## src/rtl/gcd_pkg.sv

```systemverilog
// Shared constants for the GCD datapath and its operand queue.
package gcd_pkg;

  localparam int unsigned GCD_W      = 16;
  localparam int unsigned GCD_QDEPTH = 4;

  // Occupancy counter must represent 0..depth inclusive.
  function automatic int unsigned gcd_cnt_w(input int unsigned depth);
    return $clog2(depth) + 1;
  endfunction

  localparam int unsigned GCD_CNT_W = gcd_cnt_w(GCD_QDEPTH);

endpackage

```

## src/rtl/gcd_queue_ctrl.sv

```systemverilog
// Pointer and occupancy control for the GCD operand queue.
module gcd_queue_ctrl
  import gcd_pkg::*;
#(
  parameter int unsigned DEPTH = GCD_QDEPTH
) (
  input  logic                       clk,
  input  logic                       reset,
  input  logic                       enq_val,
  input  logic                       deq_rdy,
  output logic                       enq_rdy,
  output logic                       deq_val,
  output logic                       wr_en,
  output logic [$clog2(DEPTH)-1:0]   wr_idx,
  output logic [$clog2(DEPTH)-1:0]   rd_idx,
  output logic [$clog2(DEPTH):0]     count
);

  localparam int unsigned PW = $clog2(DEPTH);
  localparam int unsigned CW = gcd_cnt_w(DEPTH);

  logic [PW-1:0] wr_ptr_q, wr_ptr_d;
  logic [PW-1:0] rd_ptr_q, rd_ptr_d;
  logic [CW-1:0] count_q, count_d;
  logic          enq_fire, deq_fire;

  // Handshake outputs depend on registered occupancy only.
  assign enq_rdy  = (count_q != CW'(DEPTH));
  assign deq_val  = (count_q != '0);
  assign enq_fire = enq_val & enq_rdy;
  assign deq_fire = deq_rdy & deq_val;

  assign wr_en  = enq_fire;
  assign wr_idx = wr_ptr_q;
  assign rd_idx = rd_ptr_q;
  assign count  = count_q;

  always_comb begin
    wr_ptr_d = wr_ptr_q;
    rd_ptr_d = rd_ptr_q;
    count_d  = count_q;
    if (enq_fire) wr_ptr_d = wr_ptr_q + PW'(1);
    if (deq_fire) rd_ptr_d = rd_ptr_q + PW'(1);
    case ({enq_fire, deq_fire})
      2'b10:   count_d = count_q + CW'(1);
      2'b01:   count_d = count_q - CW'(1);
      default: count_d = count_q;
    endcase
  end

  always_ff @(posedge clk or posedge reset) begin
    if (reset) begin
      wr_ptr_q <= '0;
      rd_ptr_q <= '0;
      count_q  <= '0;
    end else begin
      wr_ptr_q <= wr_ptr_d;
      rd_ptr_q <= rd_ptr_d;
      count_q  <= count_d;
    end
  end

endmodule

```

## src/rtl/gcd_operand_queue.sv

```systemverilog
// Elastic FIFO of (A,B) operand pairs feeding the GCD unit's operand port.
module gcd_operand_queue
  import gcd_pkg::*;
#(
  parameter int unsigned W     = GCD_W,
  parameter int unsigned DEPTH = GCD_QDEPTH
) (
  input  logic                   clk,
  input  logic                   reset,
  input  logic [W-1:0]           enq_bits_A,
  input  logic [W-1:0]           enq_bits_B,
  input  logic                   enq_val,
  output logic                   enq_rdy,
  output logic [W-1:0]           deq_bits_A,
  output logic [W-1:0]           deq_bits_B,
  output logic                   deq_val,
  input  logic                   deq_rdy,
  output logic [$clog2(DEPTH):0] count
);

  localparam int unsigned PW = $clog2(DEPTH);

  logic          wr_en;
  logic [PW-1:0] wr_idx, rd_idx;

  // A and B share one entry so a pair can never be split.
  logic [2*W-1:0] mem_q [DEPTH];
  logic [2*W-1:0] mem_d [DEPTH];

  gcd_queue_ctrl #(
    .DEPTH (DEPTH)
  ) u_ctrl (
    .clk     (clk),
    .reset   (reset),
    .enq_val (enq_val),
    .deq_rdy (deq_rdy),
    .enq_rdy (enq_rdy),
    .deq_val (deq_val),
    .wr_en   (wr_en),
    .wr_idx  (wr_idx),
    .rd_idx  (rd_idx),
    .count   (count)
  );

  always_comb begin
    mem_d = mem_q;
    if (wr_en) mem_d[wr_idx] = {enq_bits_A, enq_bits_B};
  end

  // Storage is intentionally left unreset; validity comes from the count.
  always_ff @(posedge clk) begin
    mem_q <= mem_d;
  end

  assign {deq_bits_A, deq_bits_B} = mem_q[rd_idx];

endmodule
```

## config.mk

```make
export PLATFORM = sky130hd
export DESIGN_NAME = gcd_operand_queue
export DESIGN_NICKNAME = d
export VERILOG_FILES = /design/src/rtl/gcd_pkg.sv /design/src/rtl/gcd_queue_ctrl.sv /design/src/rtl/gcd_operand_queue.sv
export SDC_FILE = /design/constraint.sdc
export NUM_CORES = 1
export LEC_CHECK = 0
export ABC_AREA = 1
export BUFFER_PORTS_ARGS = -buffer_cell sky130_fd_sc_hd__clkbuf_2
export CAP_MARGIN = 25
export CORE_ASPECT_RATIO = 2
export CORE_MARGIN = 1
export CORE_UTILIZATION = 55
export DETAILED_ROUTE_END_ITERATION = 8
export MAX_ROUTING_LAYER = met4
export PLACE_DENSITY_LB_ADDON = 0.1
export SKIP_LAST_GASP = 1
export SYNTH_ARGS = -nofsm -noshare
export SYNTH_HDL_FRONTEND = slang
export SYNTH_HIERARCHICAL = 1
export SYNTH_SLANG_ARGS = --single-unit
```

## constraint.sdc

```tcl
create_clock -name clk -period 7.4 [get_ports clk]
set_input_delay 1.11 -clock clk [delete_from_list [all_inputs] [get_ports clk]]
set_output_delay 1.11 -clock clk [all_outputs]
set_load 0.005 [all_outputs]
```

* Word level (Yosys, flattened, before mapping) *
Index checks and enable logic that the tools add are counted.

storage, ports and cells
  output and inout port bits = 37
  bits in registers = 135
  word-level logic and storage cells = 31

cells by class
  $add $sub $neg = 4
  equality and inequality tests = 3
  order comparisons = 3
  muxes and demuxes = 7
  bitwise operators = 4
  reductions and logical operators = 3

operators with widths
  cell                 count
  $bwmux 128           1
  $mux 32              3
  $bmux 32 s2          1
  $demux 32 s2         1
  $ge 3x3->1 const B   2
  $not 2->3            2
  $pmux 3 s2           1
  $add 2x1->2 const B  2
  $add 3x1->3 const B  1
  $lt 3x1->1 const B   1
  $ne 3x3->1 const B   1
  $reduce_bool 3->1    1
  $sub 3x1->3 const B  1
  $and 1x1->1          2
  $eq 2x1->1 const B   1
  $eq 2x2->1 const B   1
  $reduce_bool 2->1    1
  $logic_and 1x1->1    1

* Logic depth before layout (Yosys ltp) *
  word-level depth = 6
  mapped depth = 12
  gate-level depth less buffers = 12

* By module *
Netlist, hierarchy kept.

modules (own cells, without submodules)
  module             instances  cells each  area an instance (µm²)
  gcd_operand_queue  1          509         5437.7
  gcd_queue_ctrl     1          51          425.4

* Least setup slack after synthesis *
OpenSTA, ideal clock, no wires.

  path type = input-to-reg
  start = input port enq_val
  end = register mem_q[0] (netlist bit), enable pin
  arrival time = 3.504 ns
  data required time = 6.939 ns
  setup time = 0.461 ns
  slack = 3.434 ns
  cell stages on the path = 4
  cells stage by stage = nand2_4 -> inv_1 -> inv_1 -> nor3_1

between the ends
  word-level cells in the longest chain between the ends = 1

ends and longest elaborated chain
  item                  RTL line                 text
  start, declared       gcd_operand_queue.sv:12  input logic enq_val,
  $and 1x1->1           gcd_queue_ctrl.sv:30     assign enq_fire = enq_val & enq_rdy;
  named net wr_en       gcd_operand_queue.sv:23  logic wr_en;
  end signal, assigned  gcd_operand_queue.sv:52  mem_q <= mem_d;
  end, declared         gcd_operand_queue.sv:27  logic [2*W-1:0] mem_q [DEPTH];

The timed path passes the listed nets, and every way through them passes these cells.
A chain may end at the register's enable or synchronous reset.

* Worst setup path after layout *
  start = register u_ctrl.rd_ptr_q[0] (netlist: u_ctrl/rd_idx[0])
  end = output port deq_bits_A[2]

between the ends
  word-level cells in the longest chain between the ends = 4

ends and longest elaborated chain
  item                                        RTL line                 text
  start, declared                             gcd_queue_ctrl.sv:23     logic [PW-1:0] rd_ptr_q, rd_ptr_d;
  start signal, assigned                      gcd_queue_ctrl.sv:58     rd_ptr_q <= rd_ptr_d;
  $not 2->3 (implied by the code)             gcd_operand_queue.sv:55  assign {deq_bits_A, deq_bits_B} = mem_q[rd_idx];
  $bmux 32 s2                                 gcd_operand_queue.sv:55
  $mux 32 (implied by the code) (2 in a row)  gcd_operand_queue.sv:55
  end, declared                               gcd_operand_queue.sv:14  output logic [W-1:0] deq_bits_A,

Every way passes these cells. The select of a mux whose other input is x is not followed.

==> flow_metrics.tcl <==
set metrics [dict create \
    outcome "complete, no violations" \
    grt_setup_unrepaired "false" \
    arrival_ps 2450 \
    die_h_um 148 \
    final_area_um2 6880 \
    cpMaxStageDelayCell "buf_4" \
    drv_slew 0 \
    p_comb_share_pct 33.5 \
    crit_chain "buf_4 > inv_2 > buf_12 > nand2_1 > nand3_1 > nand2_1 > clkbuf_2" \
    start_util_pct 56.3 \
    min_path_type "reg2reg" \
    grt_max_degree 69 \
    clock_path_buffers 2 \
    grt_pass1_wl_um 17700 \
    track_usage_pct 23.1 \
    grt_remaining_overflow 0 \
    synth_area_um2 5860 \
    crit_path_end_kind "primary output" \
    cp_top_family "buffers and inverters" \
    path_class "reg2out" \
    yosysUniqueCellTypes 19 \
    p_int_mw 1.78 \
    worst_slack_ps 3840 \
    fin_tns_setup_ps 0 \
    syn_inst 560 \
    io_buffers 72 \
    sequentialPowerShare_pct 39.2 \
    post-cts-setup-buffer-count 0 \
    swShare_pct 34.1 \
    cts_resized 0 \
    vdd_drop_max_mv 0.308 \
    seq_area_frac_synth_pct 68.5 \
    path_max_fanout 68 \
    fin_util_pct 66.1 \
    cts_hold_buf 0 \
    reg2reg_depth 7 \
    finalHoldViolations 0 \
    worstSetupStartpointType "register" \
    synth_top_area_cell "edfxtp_1" \
    finalClockSkew_ps 5.81 \
    crit_end "deq_bits_A[2]" \
    fp.dieW_um 75.0 \
    drc 0 \
    hpwl_um 6760 \
    post-route-period-util_pct 48.1 \
    cts-htree-levels 4 \
    cts_buffers 17 \
    die_area_um2 11100 \
    preCtsSetupSlack_ps 4180 \
    num_antenna_cells 0 \
    grt_pass1_vias 3958 \
    place.gp.congestion 0.737 \
    cap_violations 0 \
    power_density_nw_per_um2 393 \
    area_growth_pct 17.3 \
    clk_pin_slew_worst_paths_ps 50 \
    r2r-start "u_ctrl/count[1]" \
    wl_per_cell_um 14.3 \
    p_leak_nw 3.28 \
    slew_headroom_pct 51.1 \
    root_buffer "clkbuf_16" \
    syn-mean-instance-area_um2 10.5 \
    timing.final.crit_period_ps 3560 \
    core_area_um2 10400 \
    rr_endpoint "mem_q[118]" \
    path_depth 7 \
    yosysTopAreaCellShare_pct 65.6 \
    crit_buf_inv 4 \
    ant_nets 0 \
    cts.sinks 135 \
    ys_top_cells_by_area "edfxtp_1, nand2_1, inv_1" \
    first_pass_iters 4 \
    tightest_slew_ps 734 \
    setup_viol 0 \
    ys_ff_latch 135 \
    num-fill-cells 794 \
    ios 73 \
    layout.nets 677 \
    hold_ws_ps 505 \
    routed_wl_um 11300 \
    placed_area_um2 6330 \
    pwr-share-clk_pct 27.3 \
    insertion_delay_ps 410 \
    syn-num-nets 598 \
    drive_gt1_share_pct 18.4 \
    antenna_found_initial 0 \
    yosysWarnings 6 \
    switching_power_mw 0.922 \
    fmax_ghz 0.281 \
    slowest_delay_ps 580 \
    tritoncts "done" \
    crit_top_cell "nand2_1" \
    crit_start "u_ctrl/rd_idx[0]" \
    r2r_slack_ps 5290 \
    vias_per_cell 4.90 \
    num_vias 3865 \
    worstPathRequired_ps 6290 \
    drt_iter0_markers 160 \
    rows 53 \
]
## registers in the layout (all words and copies together), names as in the netlist
| name | cells |
|---|---|
| mem_q | 128 |
| u_ctrl/wr_idx | 2 |
| u_ctrl/count | 3 |
| u_ctrl/rd_idx | 2 |
## worst min path at each step
stage / from / end / depth (start not counted)
after detailed placement: u_ctrl/count[0] / u_ctrl/count[0] / 1
after CTS: u_ctrl/count[0] / u_ctrl/count[0] / 1
final: u_ctrl/count[0] / u_ctrl/count[0] / 1
after global placement: u_ctrl/count[0] / u_ctrl/count[0] / 1
after floorplan: u_ctrl/rd_idx[1] / u_ctrl/rd_idx[1] / 2
after global routing: u_ctrl/count[0] / u_ctrl/count[0] / 1
## placed cells by master (no fill, tap or decap), types with 2 or more instances in the layout
cell type / instances
buf_4: 6
clkbuf_1: 4
dfrtp_1: 6
clkbuf_2: 72
inv_1: 142
nor3_2: 4
clkbuf_16: 17
nand3b_1: 2
nand2_1: 176
nand3_4: 2
clkinv_1: 2
clkinv_2: 6
edfxtp_1: 128
inv_2: 4
nand3_1: 67
nand2_2: 2
## logic make-up after synthesis
group | count (synthesis) | synth area share [%]
buf+inv | 166 | 12.0
fa+ha+maj | 2 | 0.555
flops | 135 | 68.5
simple gates | 255 | 18.7
xor+xnor | 1 | 0.149
compound gates | 1 | 0.0853
## Yosys cell counts
cell type / number
nand2_1: 176
inv_1: 142
edfxtp_1: 128
nand3_1: 67
buf_2: 9
buf_6: 7
dfrtp_1: 7
buf_4: 4
inv_2: 4
nor3_1: 4
nand2_2: 2
nand3_4: 2
nand3b_1: 2
fa_1: 1
ha_1: 1
nand2_4: 1
nand4_1: 1
o21ai_0: 1
xnor2_1: 1
## power groups by stage
stage               sequential [mW]  combinational, mW  clock, mW
floorplan                      1.08              0.601          0
global placement               1.07              0.866          0
detailed placement             1.08              0.909          0
CTS                            1.06              0.913      0.753
global route                   1.07               1.02      0.790
finish                         1.06              0.907      0.738
## per-layer routing
layer  routed length, um  up-vias  part of all wire [%]  global-route usage (%)
li1                    -     1903                     -                       -
met1                4020     1817                    36                    22.0
met2                6370      117                    57                    40.4
met3                 542       28                   4.8                    6.27
met4                 318        0                   2.8                    12.2
met5                   0        -                     0                       -
## area by class of cell
type / count / area, um^2 / area share (%)
sequential: 135 / 4020 / 58.4
multi-input combinational: 259 / 1160 / 16.9
inverter: 146 / 548 / 7.97
timing repair buffer: 80 / 453 / 6.58
clock buffer: 21 / 440 / 6.40
tap: 137 / 171 / 2.49
clock inverter: 11 / 83.8 / 1.22
## metrics by stage
| stage | total power, mW | std cells |
|---|---|---|
| global route | 2.88 | 789 |
| floorplan | 1.68 | 560 |
| finish | 2.71 | 789 |
| CTS | 2.73 | 788 |
| detailed placement | 1.98 | 756 |
| global placement | 1.93 | 755 |
Power figures use the tool's default switching activity.
